### config.mk
export PLATFORM = sky130hd
export DESIGN_NAME = booth_mul_arb
export DESIGN_NICKNAME = d
export VERILOG_FILES = /design/src/rtl/booth_pkg.sv /design/src/rtl/booth_step.sv /design/src/rtl/booth_mul_arb.sv
export SDC_FILE = /design/constraint.sdc
export NUM_CORES = 1
export LEC_CHECK = 0
export CAP_MARGIN = 20
export CELL_PAD_IN_SITES_DETAIL_PLACEMENT = 1
export CELL_PAD_IN_SITES_GLOBAL_PLACEMENT = 1
export CORE_MARGIN = 2
export CORE_UTILIZATION = 39
export DETAILED_ROUTE_END_ITERATION = 10
export PLACE_DENSITY_LB_ADDON = 0.1
export REMOVE_ABC_BUFFERS = 1
export SLEW_MARGIN = 20
export SYNTH_ARGS = -nofsm -noshare
export SYNTH_HDL_FRONTEND = slang
export SYNTH_HIERARCHICAL = 1
export SYNTH_SLANG_ARGS = --single-unit
### constraint.sdc
create_clock -name clk -period 4.25 [get_ports clk]
set_input_delay 1.0625 -clock clk [delete_from_list [all_inputs] [get_ports clk]]
set_output_delay 1.0625 -clock clk [all_outputs]
set_load 0.03 [all_outputs]
### src/rtl/booth_pkg.sv
// Shared constants and types for the time-shared Booth multiplier.
package booth_pkg;

    localparam int WIDTH_DEF = 4;
    localparam int NREQ_DEF  = 2;

    localparam logic [1:0] ST_IDLE = 2'd0;
    localparam logic [1:0] ST_CALC = 2'd1;
    localparam logic [1:0] ST_DONE = 2'd2;

    typedef enum logic [1:0] {
        IDLE = ST_IDLE,
        CALC = ST_CALC,
        DONE = ST_DONE
    } state_t;

    // {q[0], q_-1} pairs that modify the accumulator
    localparam logic [1:0] BOOTH_ADD = 2'b01;
    localparam logic [1:0] BOOTH_SUB = 2'b10;

endpackage

### src/rtl/booth_step.sv
// One radix-2 Booth iteration: conditional add/sub of br into acc_hi, then
// arithmetic right shift of {acc_hi, q, q_-1}.
module booth_step
    import booth_pkg::*;
#(
    parameter int WIDTH = WIDTH_DEF
) (
    input  logic [WIDTH:0]   acc_hi,
    input  logic [WIDTH-1:0] q,
    input  logic             q_m1,
    input  logic [WIDTH-1:0] br,
    output logic [WIDTH:0]   acc_hi_nxt,
    output logic [WIDTH-1:0] q_nxt,
    output logic             q_m1_nxt
);

    logic [WIDTH:0] br_ext;
    logic [WIDTH:0] sum;

    // One guard bit keeps br = most-negative exact without post-correction
    assign br_ext = {br[WIDTH-1], br};

    always_comb begin
        sum = acc_hi;
        case ({q[0], q_m1})
            BOOTH_ADD: sum = acc_hi + br_ext;
            BOOTH_SUB: sum = acc_hi - br_ext;
            default:   sum = acc_hi;
        endcase
    end

    assign acc_hi_nxt = {sum[WIDTH], sum[WIDTH:1]};
    assign q_nxt      = {sum[0], q[WIDTH-1:1]};
    assign q_m1_nxt   = q[0];

endmodule

### src/rtl/booth_mul_arb.sv
// Arbitrated multi-cycle Booth multiplier shared by NREQ requesters.
// Define BOOTH_MUL_ARB_RR_EN for round-robin; otherwise fixed lowest-index priority.
//
// state | meaning
// IDLE  | arbitrate, accept winner's operands
// CALC  | one Booth step per cycle, WIDTH cycles
// DONE  | product presented until rsp_ready
module booth_mul_arb
    import booth_pkg::*;
#(
    parameter int WIDTH = WIDTH_DEF,
    parameter int NREQ  = NREQ_DEF
) (
    input  logic                     clk,
    input  logic                     rst_n,
    input  logic [NREQ-1:0]          req_valid,
    output logic [NREQ-1:0]          req_ready,
    input  logic [NREQ*WIDTH-1:0]    req_qr,
    input  logic [NREQ*WIDTH-1:0]    req_br,
    output logic                     rsp_valid,
    input  logic                     rsp_ready,
    output logic [$clog2(NREQ)-1:0]  rsp_id,
    output logic [2*WIDTH-1:0]       rsp_prod,
    output logic                     busy
);

    localparam int IDW = $clog2(NREQ);
    localparam int CW  = $clog2(WIDTH + 1);

    state_t           state;
    logic [WIDTH:0]   acc_hi;
    logic [WIDTH-1:0] q;
    logic             q_m1;
    logic [WIDTH-1:0] br;
    logic [CW-1:0]    cnt;

    logic [WIDTH:0]   acc_hi_nxt;
    logic [WIDTH-1:0] q_nxt;
    logic             q_m1_nxt;

    logic [IDW-1:0]   rr_ptr;
    logic [IDW-1:0]   win_idx;
    logic             win_any;
    logic             accept;
    logic [NREQ-1:0]  win_onehot;

    // Walk downward so the candidate closest to the pointer is assigned last and wins
    always_comb begin
        win_any = |req_valid;
        win_idx = '0;
        for (int k = NREQ - 1; k >= 0; k--) begin
            int cand;
            cand = int'(rr_ptr) + k;
            if (cand >= NREQ) cand = cand - NREQ;
            if (req_valid[cand]) win_idx = IDW'(cand);
        end
    end

    always_comb begin
        win_onehot = '0;
        win_onehot[win_idx] = 1'b1;
    end

    assign accept    = (state == IDLE) && win_any;
    assign req_ready = accept ? win_onehot : '0;

`ifdef BOOTH_MUL_ARB_RR_EN
    always_ff @(posedge clk or negedge rst_n) begin
        if (!rst_n) begin
            rr_ptr <= '0;
        end else if (accept) begin
            rr_ptr <= (win_idx == IDW'(NREQ - 1)) ? '0 : win_idx + IDW'(1);
        end
    end
`else
    assign rr_ptr = '0;
`endif

    booth_step #(.WIDTH(WIDTH)) u_step (
        .acc_hi     (acc_hi),
        .q          (q),
        .q_m1       (q_m1),
        .br         (br),
        .acc_hi_nxt (acc_hi_nxt),
        .q_nxt      (q_nxt),
        .q_m1_nxt   (q_m1_nxt)
    );

    always_ff @(posedge clk or negedge rst_n) begin
        if (!rst_n) begin
            state  <= IDLE;
            acc_hi <= '0;
            q      <= '0;
            q_m1   <= 1'b0;
            br     <= '0;
            cnt    <= '0;
            rsp_id <= '0;
        end else begin
            case (state)
                IDLE: begin
                    if (win_any) begin
                        q      <= req_qr[win_idx*WIDTH +: WIDTH];
                        br     <= req_br[win_idx*WIDTH +: WIDTH];
                        acc_hi <= '0;
                        q_m1   <= 1'b0;
                        cnt    <= CW'(WIDTH);
                        rsp_id <= win_idx;
                        state  <= CALC;
                    end
                end
                CALC: begin
                    acc_hi <= acc_hi_nxt;
                    q      <= q_nxt;
                    q_m1   <= q_m1_nxt;
                    cnt    <= cnt - CW'(1);
                    if (cnt == CW'(1)) state <= DONE;
                end
                DONE: begin
                    if (rsp_ready) state <= IDLE;
                end
                default: state <= IDLE;
            endcase
        end
    end

    assign rsp_valid = (state == DONE);
    assign busy      = (state != IDLE);
    assign rsp_prod  = {acc_hi[WIDTH-1:0], q};

endmodule

; ---- After elaboration in Yosys (flattened, before gate mapping)
; Cells that the tools add are included.
[classes]
add_sub_neg = 3
order_cmp = 2
n_eq_ne = 8
shifts = 2
n_mux = 18
reduce_logical = 9
[ops]
columns = cell, count
row1 = case mux 5 bit (2 select lines), 2
row2 = variable part select 8 x 4 -> 4 bit, 2
row3 = 2-to-1 mux 2 bit, 4
row4 = case mux 4 bit (2 select lines), 1
row5 = case mux 2 bit (3 select lines), 1
row6 = case mux 3 bit (2 select lines), 1
row7 = adder 5 bit, 1
row8 = 2-to-1 mux 5 bit, 1
row9 = subtractor 5 bit, 1
row10 = == test 2 x 1 -> 1 bit (second input constant), 2
row11 = == test 2 bit (second input constant), 2
row12 = 2-to-1 mux 1 bit, 4
row13 = 2-to-1 mux 4 bit, 1
row14 = != test 2 bit (second input constant), 2
row15 = AND reduction 2 bit, 2
row16 = nonzero test 2 bit, 2
row17 = == test 3 x 1 -> 1 bit (second input constant), 1
row18 = 2-to-1 mux 3 bit, 1
row19 = AND reduction 3 bit, 1
row20 = subtractor 3 x 1 -> 3 bit (second input constant), 1
row21 = logical AND 1 bit, 2
row22 = logical NOT 2 bit, 1
row23 = less-than comparator 1 x 2 -> 1 bit (second input constant), 1
row24 = != test 2 x 1 -> 1 bit (second input constant), 1
row25 = 4 further kinds, 4
[totals]
register_bits = 20
inputBits = 21
output_inout_bits = 13
word_cells = 49

; ---- Depth between registers and ports, before layout
; Gate-level depths: netlist of the first run.
[logic_depth]
depth_word = 7
mapped_depth = 11
depth_no_buf = 10

; ---- Cells and area by module
; Netlist of the first run, hierarchy kept.
[modules_own_cells]
columns = mod, instances, cells_each, area_per_inst_um2, seq_area_each_um2
row1 = booth_mul_arb, 1, 99, 1003.5, 500.5
row2 = booth_step, 1, 56, 384.1, 0.0

; ---- Worst setup path after synthesis of the first run
; Ideal clock, no wire load.
[synth_path]
kind = in2out
start = input req_valid[1]
end = output req_ready[1]
t_arrival_ps = 1800
t_required_ps = 3188
slack_ps = 1388
cell_stages = 3
path_buffers = 1
path_cell_list = clkbuf_1 > nand2_1 > nor2_1
[synth_between]
elab_chain_cells = 7
elab_cells_between_ends = 10
classes_between = 2 x order compare / 5 x mux / 3 x reduce/logical
[synth_rtl]
columns = item, line_no
row1 = "start, declared", booth_mul_arb.sv:16  ; input logic [NREQ-1:0] req_valid,
row2 = 2-to-1 mux 1 bit (2 in series), booth_mul_arb.sv:55  ; if (req_valid[cand]) win_idx = IDW'(cand);
row3 = less-than comparator 1 x 2 -> 1 bit (implied by the code) / >= comparator 1 bit (equally long branches), booth_mul_arb.sv:61  ; win_onehot[win_idx] = 1'b1;
row4 = logical AND 1 bit (implied by the code), booth_mul_arb.sv:61
row5 = 2-to-1 mux 1 bit (implied by the code), booth_mul_arb.sv:61
row6 = demux 1 bit (select 1 bit), booth_mul_arb.sv:61
row7 = 2-to-1 mux 2 bit *, booth_mul_arb.sv:65  ; assign req_ready = accept ? win_onehot : '0;
row8 = "end, declared", booth_mul_arb.sv:17  ; output logic [NREQ-1:0] req_ready,
; Mark *: on every way between the ends. The rest lies on a longest branch, timed or not.

; ---- Final worst setup path of the first run
[layout_path]
start = input req_valid[0]
end = output req_ready[0]
[layout_between]
elab_chain_cells = 6
elab_cells_between_ends = 9
classes_between = 2 x order compare / 4 x mux / 3 x reduce/logical
[layout_rtl]
columns = item, line_no
row1 = 2-to-1 mux 1 bit, booth_mul_arb.sv:55
row2 = less-than comparator 1 x 2 -> 1 bit (implied by the code) / >= comparator 1 bit (equally long branches), booth_mul_arb.sv:61
row3 = logical AND 1 bit (implied by the code), booth_mul_arb.sv:61
row4 = 2-to-1 mux 1 bit (implied by the code), booth_mul_arb.sv:61
row5 = demux 1 bit (select 1 bit), booth_mul_arb.sv:61
row6 = 2-to-1 mux 2 bit *, booth_mul_arb.sv:65
; Marks and branches as above.

==> run summary, run 1 <==
Slew Limit Fails: 0
worst vdd ir: 0.256 mV
CP dominant cell by count: clkdlybuf4s50_1
hold crit path type: register to register
Die ar.: 0.00405 sq mm
GR Overflow Total: 0
core area: 0.00339 sq mm
sequential share of the synthesized area: 36.1%
initial antenna violation count: 0
yosys warns: 6
RR Startpoint: q_m1
DR vias: 1210
Cells after Synth: 155
total track usage: 18.8%
GPL Wtd Cong: 0.794
WS Path Type: input pin to primary output
setup TNS: 0 ns
Final setup viols: 0
Net count, final: 210
IO Pins: 34
CP max stage delay: 0.74 ns
CP Capture Type: primary output
antenna-violating nets left: 0
Pre-antenna DRT Iters: 4
first-pass GRT wire length: 5990 um
worst setup path start: req_valid[0]
largest net degree at the start of global routing: 21
Post-Syn Area: 0.00139 sq mm
Max Clk Rate: 0.272 GHz
CTS-repair resized insts: 0
clk buf depth: 2
Sink Count: 20
Hold Vio Cnt, Final: 0
dpl cell area: 0.00170 sq mm
Site Rows: 21
HPWL after DPL: 2630 um
Critical Path Start Type: input pin
total CTS buffers: 3
PortBufs: 33
CTS H-tree lvls: 1
number of hold buffers added after cts: 0
later-pin clock latency in the skew report: 0.31 ns
Worst Reg2Reg Path Length in Cells: 9
CP Cell Sequence: clkdlybuf4s50_1, nor3b_2, clkdlybuf4s50_1
postcts setup bufs: 0
Die Width: 63.7 um
Residual DRC: 0
RSZ-0062 raised after global routing: false
Final Critical Period: 3.68 ns
Syn Area/Cell: 8.95 sq um
Worst-Margin Slew: 0.923 ns
clock-pin slew on the worst setup and hold paths: 0.12 ns
area grow syn2layout: 25.1%
leakage: 0.741 nW
Worst Clk Skew: 0.00175 ns
number of global-route vias before repair: 1305
top cell type's share of synthesized area: 36.1%
Setup crit end: req_ready[0]
final period utilization: 86.6%
CTS tree: yes
wire length per cell: 15.2 um
layout cell share with drive strength beyond 1: 7.82%
clk root buf: clkbuf_4
critical path peak fanout: 6
top cells by area, synth: dfrtp_1 (36%), ha_1 (7.2%), buf_4 (5.4%)
end of the worst register-to-register path: acc_hi[4]
status: finished clean
DR vias/cell: 5.38
Finished Cell Area: 0.00174 sq mm
WL final: 3430 um
r2r setup slk: 1.57 ns
ant diodes: 0
Slew HR: 38.3%
Die H: 63.7 um
library cells used by synthesis: 35
largest area contributor in the synthesized netlist: dfrtp_1
slowest CP cell: clkdlybuf4s50_1
Data required, critical path: 3.19 ns
Synth Register Bits: 20
Max Cap Viol: 0
pwr dens: 906 mW/mm^2
DRT iter0 DRCs: 50
WP data arrival: 2.62 ns
starting density of the core: 40.9%
## worst min path at each step
| stage | startpoint | end | slack [ns] | cells past startpoint |
|---|---|---|---|---|
| 6_report | q_m1 | q_m1 | 0.53 | 1 |
| 5_1_grt | rsp_id | rsp_id | 0.56 | 2 |
| 4_1_cts | q_m1 | q_m1 | 0.53 | 1 |
| 3_5_place_dp | q_m1 | q_m1 | 0.49 | 1 |
| 3_3_place_gp | q_m1 | q_m1 | 0.49 | 1 |
| 2_1_floorplan | q_m1 | q_m1 | 0.47 | 1 |
## final cells by class
type	instances	area, sq um
Fill cell	405	1650
Multi-Input combinational cell	105	736
Sequential cell	20	500
Timing Repair Buffer	36	353
Tap cell	46	57.6
Inverter	14	52.6
Clock buffer	4	36.3
## worst max-delay path: cells and delay by family
kind,cells,cell delay (ns)
buffers and inverters,2,1.21
and+or+nand+nor,1,0.34
## logic make-up after synthesis
group / synth area share [%]
AO/OA/AOI/OAI: 23.2
buffers and inverters: 10.9
AND/OR/NAND/NOR: 15.5
adder cells (fa/ha/maj): 8.66
multiplexers: 3.16
flip-flops: 36.1
XOR/XNOR: 2.53
## cells in the final DEF (no fill, tap or decap), types with 2 or more instances in the layout
cell type        count
clkbuf_4             3
inv_1               14
nor3_1               3
xnor2_1              3
ha_1                 8
a22o_1               6
mux2_2               3
a31oi_1              4
a2bb2oi_1            5
a221o_1              4
a22oi_1              4
nor2b_1              7
a21oi_1              6
o21ai_0             10
nand2_1              8
nand2b_1             2
dfrtp_1             20
buf_4                3
nor2_1              17
clkdlybuf4s50_1     33
## layer usage
metal / track usage, % / share of wire, %
met1: 22.8 / 44
met2: 32.4 / 51
met3: 3.21 / 3.8
met4: 8.70 / 1.8
met5: 0 / 0
## Yosys cell counts (all sizes together)
master   number
ha            8
a22oi         4
a21oi         7
a21boi        1
mux2          3
nor2b         7
mux2i         1
a221o         4
or2           2
nor3b         2
nor3          3
a31oi         4
o21a          1
o31ai         1
nand2         8
buf          11
o21ai        11
a2bb2oi       5
nand2b        2
and2b         1
nor2         17
inv          14
xor2          1
a32o          1
fa            1
dfrtp        20
xnor2         3
nand3b        1
a22o          6
clkbuf        5
## per-stage QoR
stage	std cells	total power [mW]	setup WS [ns]	hold slack, ns	util (%)
floorplan	139	1.15	1.55	0.466	-
global placement	221	1.40	0.589	0.486	50.1
detailed placement	221	1.47	0.577	0.486	50.1
CTS	225	1.59	0.558	0.525	51.2
global route	225	1.72	0.495	0.559	51.2
finish	225	1.57	0.569	0.528	51.2
## flip-flops by register name, indices dropped and copies added, names as in the netlist
signal / cells
acc_hi: 5
br: 4
cnt: 3
q: 4
q_m1: 1
rsp_id: 1
state: 2
## where the power goes
| part | internal (mW) | switching, mW | total, mW |
|---|---|---|---|
| clock | 0.0524 | 0.0629 | 0.115 |
| combinational | 0.513 | 0.555 | 1.07 |
| sequential | 0.289 | 0.0993 | 0.388 |
Power figures use the tool's default switching activity.
==> inputs of run 2 (changes only) <==
--- a/config.mk
+++ b/config.mk
@@ -8,10 +8,11 @@
 export CAP_MARGIN = 20
 export CELL_PAD_IN_SITES_DETAIL_PLACEMENT = 1
 export CELL_PAD_IN_SITES_GLOBAL_PLACEMENT = 1
-export CORE_MARGIN = 2
+export CORE_MARGIN = 3
 export CORE_UTILIZATION = 39
 export DETAILED_ROUTE_END_ITERATION = 10
-export PLACE_DENSITY_LB_ADDON = 0.1
+export GPL_TIMING_DRIVEN = 0
+export PLACE_DENSITY = 0.9
 export REMOVE_ABC_BUFFERS = 1
 export SLEW_MARGIN = 20
 export SYNTH_ARGS = -nofsm -noshare
==> run 2 against run 1 <==
Effect of this change:
- power increased by 0.34%
- core utilization decreased by 0.48 points
- count of clock-buffer cells in the layout unchanged
- critical endpoint unchanged
- largest power group unchanged
==> run summary, run 2 (synthesized netlist as in run 1, its figures left out) <==
Residual DRC: 0 (unchanged)
Site Rows: 21 (unchanged)
HPWL after DPL: 2730 um (+3.8%)
number of hold buffers added after cts: 0 (unchanged)
area grow syn2layout: 23.9%
critical path peak fanout: 15 (+9)
Slew HR: 38.2% (-0.077 points)
starting density of the core: 40.9% (unchanged)
Pre-antenna DRT Iters: 4 (unchanged)
Sink Count: 20 (unchanged)
Slew Limit Fails: 0 (unchanged)
Most flops, register: acc_hi
initial antenna violation count: 0 (unchanged)
NetSw: 722 uW (+0.68%)
WL final: 3520 um (+2.7%)
clk buf depth: 2 (unchanged)
DR vias/cell: 5.32 (-1.2%)
IO Pins: 34 (unchanged)
CTS H-tree lvls: 1 (unchanged)
number of global-route vias before repair: 1308 (+0.23%)
RSZ-0062 raised after global routing: false
total CTS buffers: 3 (unchanged)
Largest register FFs: 5 (unchanged)
later-pin clock latency in the skew report: 0.30 ns (about the same)
Data required, critical path: 3.19 ns (about the same)
Clock power frac: 7.1% (-0.2 points)
WP data arrival: 3.01 ns (+0.39 ns)
Worst Clk Skew: 0.00566 ns (+0.00391 ns)
antenna-violating nets left: 0 (unchanged)
GR Overflow Total: 0 (unchanged)
Max Cap Viol: 0 (unchanged)
postcts setup bufs: 0 (unchanged)
Net count, final: 207 (-1.4%)
CP Capture Type: primary output
clock-pin slew on the worst setup and hold paths: 0.12 ns (about the same)
PortBufs: 33 (unchanged)
final worst setup slack: 0.179 ns (-0.390 ns)
Seq pwr share: 25.5% (+0.8 points)
Hold Vio Cnt, Final: 0 (unchanged)
final period utilization: 95.8% (+9.2 points)
multi-input combinational cell area: 742 sq um (+0.85%)
Worst-Margin Slew: 0.924 ns (+0.00116 ns)
# fillers: 405 (unchanged)
commonest non-fill, non-tap cells in the layout: clkdlybuf4s50_1 (33), dfrtp_1 (20), nor2_1 (17)
DR vias: 1180 (-2.5%)
largest net degree at the start of global routing: 21 (unchanged)
Finished Layout Cells: 222 (-1.3%)
switching share of power: 45.8% (+0.16 points)
CTS-repair resized insts: 0 (unchanged)
clk root buf: clkbuf_4
post-placement cell count: 218 (-1.4%)
setup TNS: 0 ns (unchanged)
Final setup viols: 0 (unchanged)
Gate power share: 67.3% (-0.7 points)
wire length per cell: 15.9 um (+4.1%)
ant diodes: 0 (unchanged)
first-pass GRT wire length: 5930 um (-1.0%)
GPL Wtd Cong: 0.733 (-7.7%)
hold crit path type: register to register
worst vdd ir: 0.347 mV (+36%)
pre-CTS setup slack: 0.0859 ns (-0.492 ns)
biggest regs: acc_hi: 5 flops, br: 4 flops, q: 4 flops
Die ar.: 0.00431 sq mm (+6.4%)
Final Critical Period: 4.07 ns (+0.390 ns)
status: finished clean
Critical Path Start Type: input pin
Die H: 65.7 um (+3.1%)
total track usage: 17.3% (-1.6 points)
Power Internal: 854 uW (about the same)
register area: 500 sq um (unchanged)
WS Path Type: input pin to primary output
layout cell share with drive strength beyond 1: 6.25% (-1.6 points)
most common cell after layout, fill and taps aside: clkdlybuf4s50_1
Die Width: 65.7 um (+3.1%)
Max Clk Rate: 0.246 GHz (-9.6%)
pwr dens: 917 mW/mm^2 (+1.3%)
DRT iter0 DRCs: 63 (+26%)
leakage: 0.728 nW (-1.8%)
CTS tree: yes
core area: 0.00339 sq mm (unchanged)
[run 2: cell types whose count changed in the layout (fill, tap and decap cells not counted), sizes merged]
| cell | change |
|---|---|
| buf | -3 |
[run 2: power by group through the flow]
stage	clock network, mW	logic [mW]	registers, mW
final	0.112	1.06	0.403
after detailed placement	0	1.06	0.403
after floorplan	0	0.694	0.455
after CTS	0.119	1.07	0.400
after global placement	0	0.984	0.395
after global routing	0.126	1.18	0.423
[run 2: per-stage QoR]
step	utilization, %	total power [mW]	instance area, sq um	hold slack [ns]
final	50.7	1.58	1720	0.528
after global routing	50.7	1.73	1720	0.562
after CTS	50.5	1.59	1710	0.532
after detailed placement	49.5	1.47	1680	0.497
after global placement	49.5	1.38	1680	0.484
after floorplan	-	1.15	1290	0.466
[run 2: path summary, 6_finish.rpt]
path                         startpoint      endpoint  slack (ns)  depth (start not counted)
max                        req_valid[0]  req_ready[0]        0.18                          3
min                                q_m1          q_m1        0.53                          1
max reg2reg                        q[0]     acc_hi[3]        1.60                          8
min reg2reg                        q_m1          q_m1        0.53                          1
max in group asynchronous         rst_n        cnt[0]        2.42                          1
min in group asynchronous         rst_n         br[2]        1.26                          1
[run 2: worst max-delay path, cell delays in order]
cell and delay (ns):
clkdlybuf4s50_1 0.80, nor3b_4 0.41, clkdlybuf4s50_1 0.74
[run 2: layout make-up]
cell class              count  area share [%]
multi-input cells         105            43.2
flip-flops and latches     20            29.1
repair buffers             33            19.2
well taps                  46            3.35
inverters                  14            3.06
clock buffers               4            2.11
[run 2: per-layer routing]
layer	vias to the layer above	part of all wire, %	GRT usage [%]
li1	572	-	-
met1	596	44	21.8
met2	10	55	31.9
met3	2	1.2	1.54
met4	0	0.26	3.11
met5	-	0	0
